$ cat config.mk
export PLATFORM = sky130hd
export DESIGN_NAME = reg_scoreboard
export DESIGN_NICKNAME = d
export VERILOG_FILES = /design/src/rtl/calc3_sb_pkg.sv /design/src/rtl/sb_hazard_check.sv /design/src/rtl/reg_scoreboard.sv
export SDC_FILE = /design/constraint.sdc
export NUM_CORES = 1
export LEC_CHECK = 0
export BUFFER_PORTS_ARGS = -buffer_cell sky130_fd_sc_hd__buf_2
export CORE_ASPECT_RATIO = 0.5
export CORE_UTILIZATION = 59
export DETAILED_ROUTE_END_ITERATION = 8
export PLACE_DENSITY = 0.82
export SETUP_SLACK_MARGIN = 0.15
export SYNTH_ARGS = -nofsm -noshare
export SYNTH_HDL_FRONTEND = slang
export SYNTH_HIERARCHICAL = 1
export SYNTH_SLANG_ARGS = --single-unit
$ cat constraint.sdc
create_clock -name c_clk -period 9.1 [get_ports c_clk]
set_clock_uncertainty 0.2 [all_clocks]
set_input_delay 0.455 -clock c_clk [delete_from_list [all_inputs] [get_ports c_clk]]
set_output_delay 0.455 -clock c_clk [all_outputs]
set_load 0.01 [all_outputs]
$ cat src/rtl/calc3_sb_pkg.sv
// Shared constants and types for the calc3 register scoreboard.
package calc3_sb_pkg;

    localparam int unsigned DEF_ADR_W    = 4;
    localparam int unsigned DEF_NUM_REGS = 16;
    localparam int unsigned DEF_OUT_W    = DEF_ADR_W + 1;

    typedef enum logic {
        REQ_ADDER = 1'b0,
        REQ_SHIFT = 1'b1
    } req_e;

endpackage

$ cat src/rtl/sb_hazard_check.sv
// Combinational RAW/WAW eligibility check for one issue requester.
// The busy vector it receives is already bypass-adjusted by the caller.
module sb_hazard_check #(
    parameter int unsigned ADR_W    = 4,
    parameter int unsigned NUM_REGS = 16
) (
    input  logic                req,
    input  logic                reset,
    input  logic [0:ADR_W-1]    src1,
    input  logic                src1_valid,
    input  logic [0:ADR_W-1]    src2,
    input  logic                src2_valid,
    input  logic [0:ADR_W-1]    dest,
    input  logic [NUM_REGS-1:0] busy,
    output logic                eligible
);

    always_comb begin
        eligible = req && !reset
                && !(src1_valid && busy[src1])
                && !(src2_valid && busy[src2])
                && !busy[dest];
    end

endmodule

$ cat src/rtl/reg_scoreboard.sv
// Issue-side hazard scoreboard for the calc3 register file.
// Optional same-cycle writeback forwarding: define SCOREBOARD_BYPASS_EN.
module reg_scoreboard
    import calc3_sb_pkg::*;
#(
    parameter int unsigned ADR_W    = DEF_ADR_W,
    parameter int unsigned NUM_REGS = DEF_NUM_REGS
) (
    input  logic                c_clk,
    input  logic                reset,
    input  logic                adder_issue_req,
    input  logic [0:ADR_W-1]    adder_issue_src1,
    input  logic [0:ADR_W-1]    adder_issue_src2,
    input  logic                adder_issue_src1_valid,
    input  logic                adder_issue_src2_valid,
    input  logic [0:ADR_W-1]    adder_issue_dest,
    output logic                adder_issue_gnt,
    input  logic                shift_issue_req,
    input  logic [0:ADR_W-1]    shift_issue_src1,
    input  logic [0:ADR_W-1]    shift_issue_src2,
    input  logic                shift_issue_src1_valid,
    input  logic                shift_issue_src2_valid,
    input  logic [0:ADR_W-1]    shift_issue_dest,
    output logic                shift_issue_gnt,
    input  logic                adder_write_valid,
    input  logic [0:ADR_W-1]    adder_write_adr,
    input  logic                shift_write_valid,
    input  logic [0:ADR_W-1]    shift_write_adr,
    output logic [NUM_REGS-1:0] busy_vec,
    output logic [ADR_W:0]      outstanding,
    output logic                wb_error
);

    localparam int unsigned OUT_W = ADR_W + 1;

    function automatic logic [OUT_W-1:0] popcount(input logic [NUM_REGS-1:0] v);
        logic [OUT_W-1:0] n;
        n = '0;
        for (int i = 0; i < int'(NUM_REGS); i++) begin
            n = n + OUT_W'(v[i]);
        end
        return n;
    endfunction

    logic [NUM_REGS-1:0] clr_mask;
    logic [NUM_REGS-1:0] clr_hit;
    logic [NUM_REGS-1:0] set_mask;
    logic [NUM_REGS-1:0] busy_chk;
    logic [NUM_REGS-1:0] busy_d;
    logic [OUT_W-1:0]    out_d;
    logic                err_d;
    logic                elig_a;
    logic                elig_s;
    logic                conflict;
    req_e                rr_q;
    req_e                rr_d;

    // Writeback clears; ignored while reset is asserted.
    always_comb begin
        clr_mask = '0;
        if (!reset) begin
            if (adder_write_valid) clr_mask[adder_write_adr] = 1'b1;
            if (shift_write_valid) clr_mask[shift_write_adr] = 1'b1;
        end
        clr_hit = clr_mask & busy_vec;
    end

`ifdef SCOREBOARD_BYPASS_EN
    always_comb busy_chk = busy_vec & ~clr_mask;
`else
    always_comb busy_chk = busy_vec;
`endif

    sb_hazard_check #(.ADR_W(ADR_W), .NUM_REGS(NUM_REGS)) u_chk_adder (
        .req        (adder_issue_req),
        .reset      (reset),
        .src1       (adder_issue_src1),
        .src1_valid (adder_issue_src1_valid),
        .src2       (adder_issue_src2),
        .src2_valid (adder_issue_src2_valid),
        .dest       (adder_issue_dest),
        .busy       (busy_chk),
        .eligible   (elig_a)
    );

    sb_hazard_check #(.ADR_W(ADR_W), .NUM_REGS(NUM_REGS)) u_chk_shift (
        .req        (shift_issue_req),
        .reset      (reset),
        .src1       (shift_issue_src1),
        .src1_valid (shift_issue_src1_valid),
        .src2       (shift_issue_src2),
        .src2_valid (shift_issue_src2_valid),
        .dest       (shift_issue_dest),
        .busy       (busy_chk),
        .eligible   (elig_s)
    );

    // Cross-path hazard between two same-cycle issues; rr picks the winner.
    always_comb begin
        rr_d            = rr_q;
        adder_issue_gnt = 1'b0;
        shift_issue_gnt = 1'b0;
        conflict = elig_a && elig_s &&
                   ((adder_issue_dest == shift_issue_dest)
                 || (shift_issue_src1_valid && (adder_issue_dest == shift_issue_src1))
                 || (shift_issue_src2_valid && (adder_issue_dest == shift_issue_src2))
                 || (adder_issue_src1_valid && (shift_issue_dest == adder_issue_src1))
                 || (adder_issue_src2_valid && (shift_issue_dest == adder_issue_src2)));
        if (conflict) begin
            adder_issue_gnt = (rr_q == REQ_ADDER);
            shift_issue_gnt = (rr_q == REQ_SHIFT);
            rr_d            = (rr_q == REQ_ADDER) ? REQ_SHIFT : REQ_ADDER;
        end else begin
            adder_issue_gnt = elig_a;
            shift_issue_gnt = elig_s;
        end
    end

    // Set wins over a same-cycle clear, so the +1/-1 pair nets to zero.
    always_comb begin
        set_mask = '0;
        if (adder_issue_gnt) set_mask[adder_issue_dest] = 1'b1;
        if (shift_issue_gnt) set_mask[shift_issue_dest] = 1'b1;
        busy_d = (busy_vec & ~clr_hit) | set_mask;
        out_d  = outstanding + popcount(set_mask) - popcount(clr_hit);
        err_d  = wb_error
              || (adder_write_valid && !busy_vec[adder_write_adr])
              || (shift_write_valid && !busy_vec[shift_write_adr])
              || (adder_write_valid && shift_write_valid
                  && (adder_write_adr == shift_write_adr));
    end

    always_ff @(posedge c_clk) begin
        if (reset) begin
            rr_q        <= REQ_ADDER;
            busy_vec    <= '0;
            outstanding <= '0;
            wb_error    <= 1'b0;
        end else begin
            rr_q        <= rr_d;
            busy_vec    <= busy_d;
            outstanding <= out_d;
            wb_error    <= err_d;
        end
    end

endmodule

==> key figures, run 1 <==
Global routing
  – Antenna violations before repair: 0
  – Overall Global Routing Usage: 32.6%
  – Total congestion overflow: 0
  – Vias in the first global route: 3413
  – Largest net degree at the start of global routing: 40
  – First-pass GRT wire length: 17700 um

CTS
  – Hold Buf Count CTS: 0
  – Post-CTS resize count: 0
  – Clock Latency Late Sink: 0.26 ns
  – Clock buffer depth: 2
  – CTS buffer count: 3
  – Post-CTS setup buffer count: 0
  – Clk pin slew, worst setup/hold paths: 0.06 ns
  – Clk root buf: clkbuf_16
  – CTS H-Tree Depth: 1
  – CTS tree: done
  – Clock Sinks: 23

Synthesis
  – Largest family of logic cells by synthesized area: simple AND/OR/NAND/NOR gates
  – Yosys cell types: 58
  – Post-synthesis xor/xnor area fraction: 6.95%
  – Post-Synth Simple-Gate Area: 22.2%
  – Mux cell area share after synthesis: 20.2%
  – Post-synthesis async set-or-reset flop share: 0%
  – Dominant register cell in the synthesized netlist: dfxtp_1
  – Post-synthesis sequential area ratio: 11.5%
  – Post-synthesis net count: 485
  – Avg Synthesized Cell Area: 9.89 um2
  – Compound-Gate Fraction of Synth Area: 15.4%
  – YS warnings: 6
  – Synth Cell Area: 4020 um2
  – EDFF count, synth: 0
  – Seq cells post-synth: 23
  – Adder-cell area share of the yosys netlist: 16.8%
  – Leading post-synthesis cells by cell area: fa_1, mux4_2, dfxtp_1
  – Synth top area share: 14.0%
  – Most common cell in the synthesized netlist: inv_1
  – Leading area contributor after synthesis: fa_1
  – Synth top cells by count: inv_1, fa_1, dfxtp_1, nand2_1, nor2b_1
  – Mapped Cells: 406

Pwr
  – Switching Fraction: 41.4%
  – Leakage: 0.00181 uW
  – Clock group share of total power: 16.6%
  – P_sw: 244 uW
  – Pwr Density: 134 nW/um2
  – Pint: 346 uW
  – Sequential power share: 21.8%
  – Logic pwr share: 61.6%
  – Max VDD drop: 0.243 mV
  – Total power: 590 uW

Placement
  – Placed cell area: 4310 um2
  – Port buffer count: 65
  – Placed insts: 537
  – Post-DP HPWL: 8370 um
  – Placer Congestion: 0.915

Floorplanning
  – Die H: 60.3 um
  – Die width: 119 um
  – # IOs: 66
  – Die area: 7160 um2
  – Core area: 6310 um2
  – Rows: 20
  – Initial core utilization: 63.7%

Timing
  – Endpoints failing hold: 0
  – Pins over their slew limit: 0
  – Final Setup Violations: 0
  – Max_slew headroom: 41.3%
  – Setup TNS: 0 ns
  – Tmin final: 7.41 ns
  – Actual slew at the worst max-slew pin: 0.874 ns
  – Final period util: 81.5%
  – RSZ-0062 raised after global routing: no
  – Fmax: 0.135 GHz

Setup path
  – R2R depth: 24
  – WP data arrival: 7.34 ns
  – Critical path launch point type: flop
  – CP max stage delay: 0.73 ns
  – CP delay by family, top: adder cells
  – Crit path buf inv count: 6
  – Critical Path Fanout Max: 11
  – Most frequent CP cell: fa_1
  – CP Cell Sequence: mux4_2 -> a311oi_2 -> nand4_1 -> nor3_1 -> inv_1 -> nor2_1 -> o41ai_4 -> nand4b_4 -> o22ai_1 -> fa_1 -> inv_1 -> fa_1 -> inv_1 -> fa_1 -> fa_1 -> fa_1 -> inv_1 -> fa_1 -> inv_1 -> ha_1 -> inv_1 -> fa_1 -> xor2_1 -> nor2_1
  – Critical path's slowest cell: nor3_1
  – Crit end category: flop
  – WP data required: 9.02 ns
  – Crit Path Class: flop to flop
  – Crit path depth: 24

Run
  – Max-cap violations: 0

Final layout
  – Layout cells sized above 1: 26.0%
  – # diodes: 0
  – Nets: 533
  – Area delta synth->final: 9.41%
  – Final non-filler cell total: 541
  – Post-route cell area: 4390 um2

Hold path
  – HP Class: flop to flop
  – WHS Path Cells: 2

Route
  – DRT antenna net count: 0
  – Final WL: 11300 um
  – Vias per cell: 6.76
  – Drt wl/cell: 20.9 um
  – Pre-antenna DRT Iters: 5
  – Via count: 3656
  – Detailed Route Iter0 Violations: 447
  – DRC: 0

Outcome
  – Status: complete, no violations
==> final cells by class <==
cell class | instances | area (um2)
clock buffers | 3 | 75.1
clock inverters | 1 | 5.00
fillers | 497 | 1910
inverters | 36 | 135
multi-input cells | 324 | 3280
flip-flops and latches | 23 | 460
well taps | 88 | 110
repair buffers | 66 | 333
==> sequential cells by signal (all words and copies together), names as in the netlist <==
| register | flops |
|---|---|
| wb_error | 1 |
| outstanding | 5 |
| rr_q | 1 |
| busy_vec | 16 |
==> through the flow <==
stage	hold slack, ns	worst slack, ns	utilization (%)
floorplan	0.267	2.25	-
global placement	0.300	1.79	68.4
detailed placement	0.306	1.53	68.4
CTS	0.317	1.73	69.7
global route	0.335	1.36	69.7
finish	0.317	1.69	69.7
==> layout by cell type, fill, tap and decap left out, types with 4 or more instances in the layout <==
| cell | count |
|---|---|
| a21oi_1 | 4 |
| a22o_1 | 4 |
| a22oi_1 | 6 |
| and2_1 | 4 |
| buf_2 | 65 |
| dfxtp_1 | 23 |
| fa_1 | 28 |
| ha_1 | 9 |
| inv_1 | 36 |
| mux2i_1 | 16 |
| mux4_1 | 6 |
| mux4_2 | 21 |
| nand2_1 | 23 |
| nand2b_1 | 21 |
| nand3_1 | 9 |
| nand3b_1 | 8 |
| nand4_1 | 4 |
| nor2_1 | 14 |
| nor2b_1 | 22 |
| nor3b_1 | 7 |
| o2111ai_1 | 4 |
| o221ai_1 | 16 |
| o22ai_1 | 13 |
| or2_2 | 8 |
| xnor2_1 | 15 |
| xor2_1 | 15 |
==> tightest hold or removal path: cells and delay by family (launching register included) <==
kind	cells	cell delay, ns
compound gates	2	0.15
flops	1	0.32
==> path summary, 6_finish.rpt <==
path         slack [ns]             end   startpoint
max                1.69  outstanding[3]  busy_vec[6]
min reg2reg        0.32            rr_q         rr_q
max reg2reg        1.69  outstanding[3]  busy_vec[6]
min                0.32            rr_q         rr_q
==> kinds of logic (layout without fill, tap and decap cells) <==
family / Yosys count / in the layout
buffers and inverters: 59 / 106
adder cells (fa/ha/maj): 37 / 37
AND/OR/NAND/NOR: 139 / 139
XOR/XNOR: 31 / 31
multiplexers: 45 / 45
flip-flops: 23 / 23
AO/OA/AOI/OAI: 72 / 72
==> per-layer routing <==
layer | wire [um] | global-route usage (%)
met5 | 0 | 0
met4 | 167 | 7.23
met3 | 1330 | 5.45
met2 | 5380 | 57.8
met1 | 4420 | 43.4
==> power by group through the flow <==
stage	Sequential (uW)	Combinational (uW)	Clock (uW)
finish	129	364	97.8
global route	130	415	101
CTS	128	370	97.9
detailed placement	130	365	0
global placement	131	349	0
floorplan	130	284	0
Power figures use the tool's default switching activity.
==> run 2, diff against run 1 <==
- clock period: 9.1 -> 7.6 ns (I/O delays scaled with it)
==> key figures, run 2 (synthesis results as in run 1) <==
Timing
  – Pins over their slew limit: 0
  – Max_slew headroom: 53.4%
  – RSZ-0062 raised after global routing: no
  – Tmin final: 6.80 ns
  – Final period util: 89.4%
  – Actual slew at the worst max-slew pin: 0.693 ns
  – Fmax: 0.147 GHz
  – Setup TNS: 0 ns
  – Final Setup Violations: 0
  – Endpoints failing hold: 0

CTS
  – CTS buffer count: 3
  – Clock Latency Late Sink: 0.26 ns
  – Clock buffer depth: 2
  – Post-CTS setup buffer count: 0
  – CTS tree: done
  – CTS H-Tree Depth: 1
  – Clock Sinks: 23
  – Post-CTS resize count: 0
  – Hold Buf Count CTS: 0
  – Clk pin slew, worst setup/hold paths: 0.06 ns
  – Clk root buf: clkbuf_16

Setup path
  – Critical path launch point type: flop
  – WP data required: 7.53 ns
  – Critical Path Fanout Max: 10
  – Crit end category: flop
  – Crit Path Class: flop to flop
  – WP data arrival: 6.72 ns

Route
  – Final WL: 11000 um
  – Drt wl/cell: 20.3 um
  – Pre-antenna DRT Iters: 5
  – Vias per cell: 6.74
  – DRC: 0
  – Via count: 3651
  – DRT antenna net count: 0
  – Detailed Route Iter0 Violations: 509

Final layout
  – Top reg by flops: busy_vec
  – Most frequent cells in the layout: buf_2, inv_1, fa_1
  – # diodes: 0
  – Area delta synth->final: 9.59%
  – Number of flip-flops in the largest register: 16
  – Fillers: 501
  – Core Util, Final: 69.8%
  – Top Registers: busy_vec x16, outstanding x5
  – Final non-filler cell total: 542
  – Most common cell after layout, fill and taps aside: buf_2
  – Nets: 534
  – Layout cells sized above 1: 26.2%

Global routing
  – Largest net degree at the start of global routing: 40
  – Vias in the first global route: 3430
  – Antenna violations before repair: 0
  – First-pass GRT wire length: 17600 um
  – Total congestion overflow: 0
  – Overall Global Routing Usage: 32.4%

Pwr
  – Leakage: 0.00182 uW
  – Pwr Density: 160 nW/um2
  – Max VDD drop: 0.372 mV

Floorplanning
  – Die width: 119 um
  – Die area: 7160 um2
  – Initial core utilization: 63.7%
  – Core area: 6310 um2
  – # IOs: 66
  – Die H: 60.3 um
  – Rows: 20

Placement
  – Port buffer count: 65
  – Post-DP HPWL: 8190 um
  – Placer Congestion: 0.938
  – Placed insts: 538

Outcome
  – Status: complete, no violations

Hold path
  – HP Class: input pin to flop

Run
  – Max-cap violations: 0
-- run 2: final cells by class --
cell class	count	area, um2	area share, %
well taps	88	110	2.50
multi-input cells	324	3280	74.4
repair buffers	67	340	7.73
clock inverters	1	5.00	0.114
clock buffers	3	75.1	1.71
inverters	36	135	3.07
flip-flops and latches	23	460	10.5
-- run 2: routing by layer --
| layer | routed length [um] | GRT usage (%) | part of all wire, % | vias to the layer above |
|---|---|---|---|---|
| met1 | 4600 | 44.6 | 42 | 1747 |
| li1 | - | - | - | 1608 |
| met5 | 0 | 0 | 0 | - |
| met2 | 4940 | 52.8 | 45 | 262 |
| met3 | 1190 | 6.02 | 11 | 34 |
| met4 | 278 | 11.2 | 2.5 | 0 |
-- run 2: power breakdown --
part           leakage [uW]  switching, uW  internal, uW
combinational       0.00159            226           206
sequential         0.000187           16.6           137
clock             0.0000409           46.9          70.9
total               0.00182            290           414
-- run 2: worst max-delay path, cell delays in order (launching register included) --
cell	delay, ns
dfxtp_1	0.48
mux4_2	0.53
a311oi_2	0.28
nand4_1	0.12
nor3_1	0.20
buf_4	0.19
inv_1	0.07
nor2_1	0.16
o41ai_4	0.19
nand4b_4	0.21
o22ai_1	0.14
fa_1	0.56
inv_1	0.05
fa_1	0.35
inv_1	0.08
fa_1	0.43
fa_1	0.40
fa_1	0.51
inv_1	0.06
fa_1	0.59
inv_1	0.06
ha_1	0.28
a21o_1	0.17
a21oi_1	0.17
xnor2_1	0.14
nor2_1	0.05
-- run 2: stage by stage --
| stage | power [uW] | setup WS [ns] | instance area [um2] | hold WS, ns |
|---|---|---|---|---|
| 5_1_grt | 774 | 0.429 | 4400 | 0.265 |
| 3_3_place_gp | 578 | 0.673 | 4320 | 0.289 |
| 2_1_floorplan | 496 | 0.820 | 4020 | 0.267 |
| 3_5_place_dp | 590 | 0.586 | 4320 | 0.322 |
| 6_report | 703 | 0.803 | 4400 | 0.247 |
| 4_1_cts | 710 | 0.785 | 4400 | 0.249 |
-- run 2: path summary, 6_finish.rpt --
check / start / end / slack, ns / cells past startpoint
setup / recovery: busy_vec[4] / outstanding[4] / 0.80 / 25
setup reg to reg: busy_vec[4] / outstanding[4] / 0.80 / 25
hold / removal: adder_write_adr[1] / wb_error / 0.25 / 3
hold reg to reg: rr_q / rr_q / 0.33 / 2
==> run 3, diff against run 2 <==
- RECOVER_POWER: not set -> 50
==> key figures, run 3 (synthesis results as in run 1) <==
Pwr
  – Pwr Density: 160 nW/um2
  – Max VDD drop: 0.372 mV
  – Leakage: 0.00173 uW
  – Total power: 700 uW

Setup path
  – Critical path's slowest cell: fa_1
  – R2r startpoint: busy_vec[4]
  – Critical Path Fanout Max: 10
  – WP data required: 7.53 ns
  – Most frequent CP cell: fa_1
  – CP max stage delay: 0.59 ns
  – Crit end category: flop
  – Crit Path Class: flop to flop
  – Reg2reg end: outstanding[4]
  – WP data arrival: 6.73 ns
  – R2R depth: 25
  – Critical path launch point type: flop
  – FF-to-FF setup slack: 0.80 ns

Floorplanning
  – Core area: 6310 um2
  – Die area: 7160 um2
  – Die width: 119 um
  – Die H: 60.3 um
  – Initial core utilization: 63.7%
  – # IOs: 66
  – Rows: 20

Final layout
  – Multi-input gate area: 3280 um2
  – Fillers: 515
  – Layout cells sized above 1: 21.4%
  – Post-route cell area: 4370 um2
  – # diodes: 0
  – Number of flip-flops in the largest register: 16
  – Nets: 534
  – Area delta synth->final: 8.91%
  – Reg area: 460 um2
  – Most frequent cells in the layout: buf_2, inv_1, fa_1
  – Top Registers: busy_vec x16, outstanding x5
  – Most common cell after layout, fill and taps aside: buf_2
  – Final non-filler cell total: 542
  – Top reg by flops: busy_vec

Timing
  – Final setup margin: 0.799 ns
  – Endpoints failing hold: 0
  – Setup TNS: 0 ns
  – Actual slew at the worst max-slew pin: 0.707 ns
  – Fmax: 0.147 GHz
  – Final period util: 89.5%
  – Pins over their slew limit: 0
  – Max_slew headroom: 52.5%
  – RSZ-0062 raised after global routing: no
  – Final Setup Violations: 0
  – Tmin final: 6.80 ns

CTS
  – Post-CTS setup buffer count: 0
  – Post-CTS resize count: 0
  – Clk root buf: clkbuf_16
  – Hold Buf Count CTS: 0
  – Clock Sinks: 23
  – Clk pin slew, worst setup/hold paths: 0.06 ns
  – CTS buffer count: 3
  – CTS tree: done
  – CTS H-Tree Depth: 1
  – Clock buffer depth: 2
  – Clock Latency Late Sink: 0.26 ns

Route
  – DRT antenna net count: 0
  – Detailed Route Iter0 Violations: 480
  – Vias per cell: 6.63
  – DR WL met2: 4850 um
  – DR top layer: met4
  – Via count: 3596
  – Final WL: 10900 um
  – Met3 wire length: 1120 um
  – Drt wl/cell: 20.1 um
  – M1 WL: 4620 um
  – Pre-antenna DRT Iters: 6
  – DRC: 0

Global routing
  – Vias in the first global route: 3430
  – Total congestion overflow: 0
  – Largest net degree at the start of global routing: 40
  – First-pass GRT wire length: 17600 um
  – Overall Global Routing Usage: 32.4%
  – Antenna violations before repair: 0

Placement
  – Port buffer count: 65
  – Placer Congestion: 0.938
  – Placed cell area: 4320 um2
  – Placed insts: 538
  – Post-DP HPWL: 8190 um
  – Worst slack, placed: 0.586 ns

Run
  – Max-cap violations: 0

Outcome
  – Status: complete, no violations

Hold path
  – Hold Path Sink: wb_error
  – HP Class: input pin to flop
  – Worst hold start: adder_write_adr[1]
  – WHS Path Cells: 3
run 3: cell type report:
cell class	instances	area share (%)
Clock inverter	1	0.114
Sequential cell	23	10.5
Inverter	36	3.09
Multi-Input combinational cell	324	74.9
Clock buffer	3	1.72
Tap cell	88	2.52
Timing Repair Buffer	67	7.15
run 3: per-layer routing:
metal / track usage, % / vias to the layer above
li1: - / 1607
met1: 44.6 / 1704
met2: 52.8 / 250
met3: 6.02 / 35
met4: 11.2 / 0
met5: 0 / -
run 3: critical path, delay by kind of cell (launching register included):
kind,cells,cell delay (ns)
XOR/XNOR,1,0.14
adder cells (fa/ha/maj),7,3.12
AND/OR/NAND/NOR,5,0.74
buffers and inverters,6,0.49
AO/OA/AOI/OAI,5,0.95
flip-flops,1,0.48
multiplexers,1,0.53
run 3: where the power goes:
part | internal [uW] | total [uW] | switching [uW]
Combinational | 203 | 428 | 226
Sequential | 137 | 154 | 16.8
Clock | 70.9 | 118 | 46.7
Total | 410 | 700 | 289
run 3: how the worst max path moves through the flow:
stage | slack [ns] | end | start
floorplan | 0.82 | outstanding[3] | adder_issue_src2[3]
global placement | 0.67 | outstanding[3] | adder_issue_dest[3]
detailed placement | 0.59 | outstanding[4] | adder_issue_dest[3]
CTS | 0.79 | outstanding[4] | busy_vec[4]
global route | 0.43 | outstanding[4] | busy_vec[4]
finish | 0.80 | outstanding[4] | busy_vec[4]
run 3: per-stage QoR:
stage,utilization [%],hold slack [ns]
6_report,69.4,0.250
3_5_place_dp,68.5,0.322
4_1_cts,69.8,0.249
2_1_floorplan,-,0.267
5_1_grt,69.4,0.265
3_3_place_gp,68.5,0.289
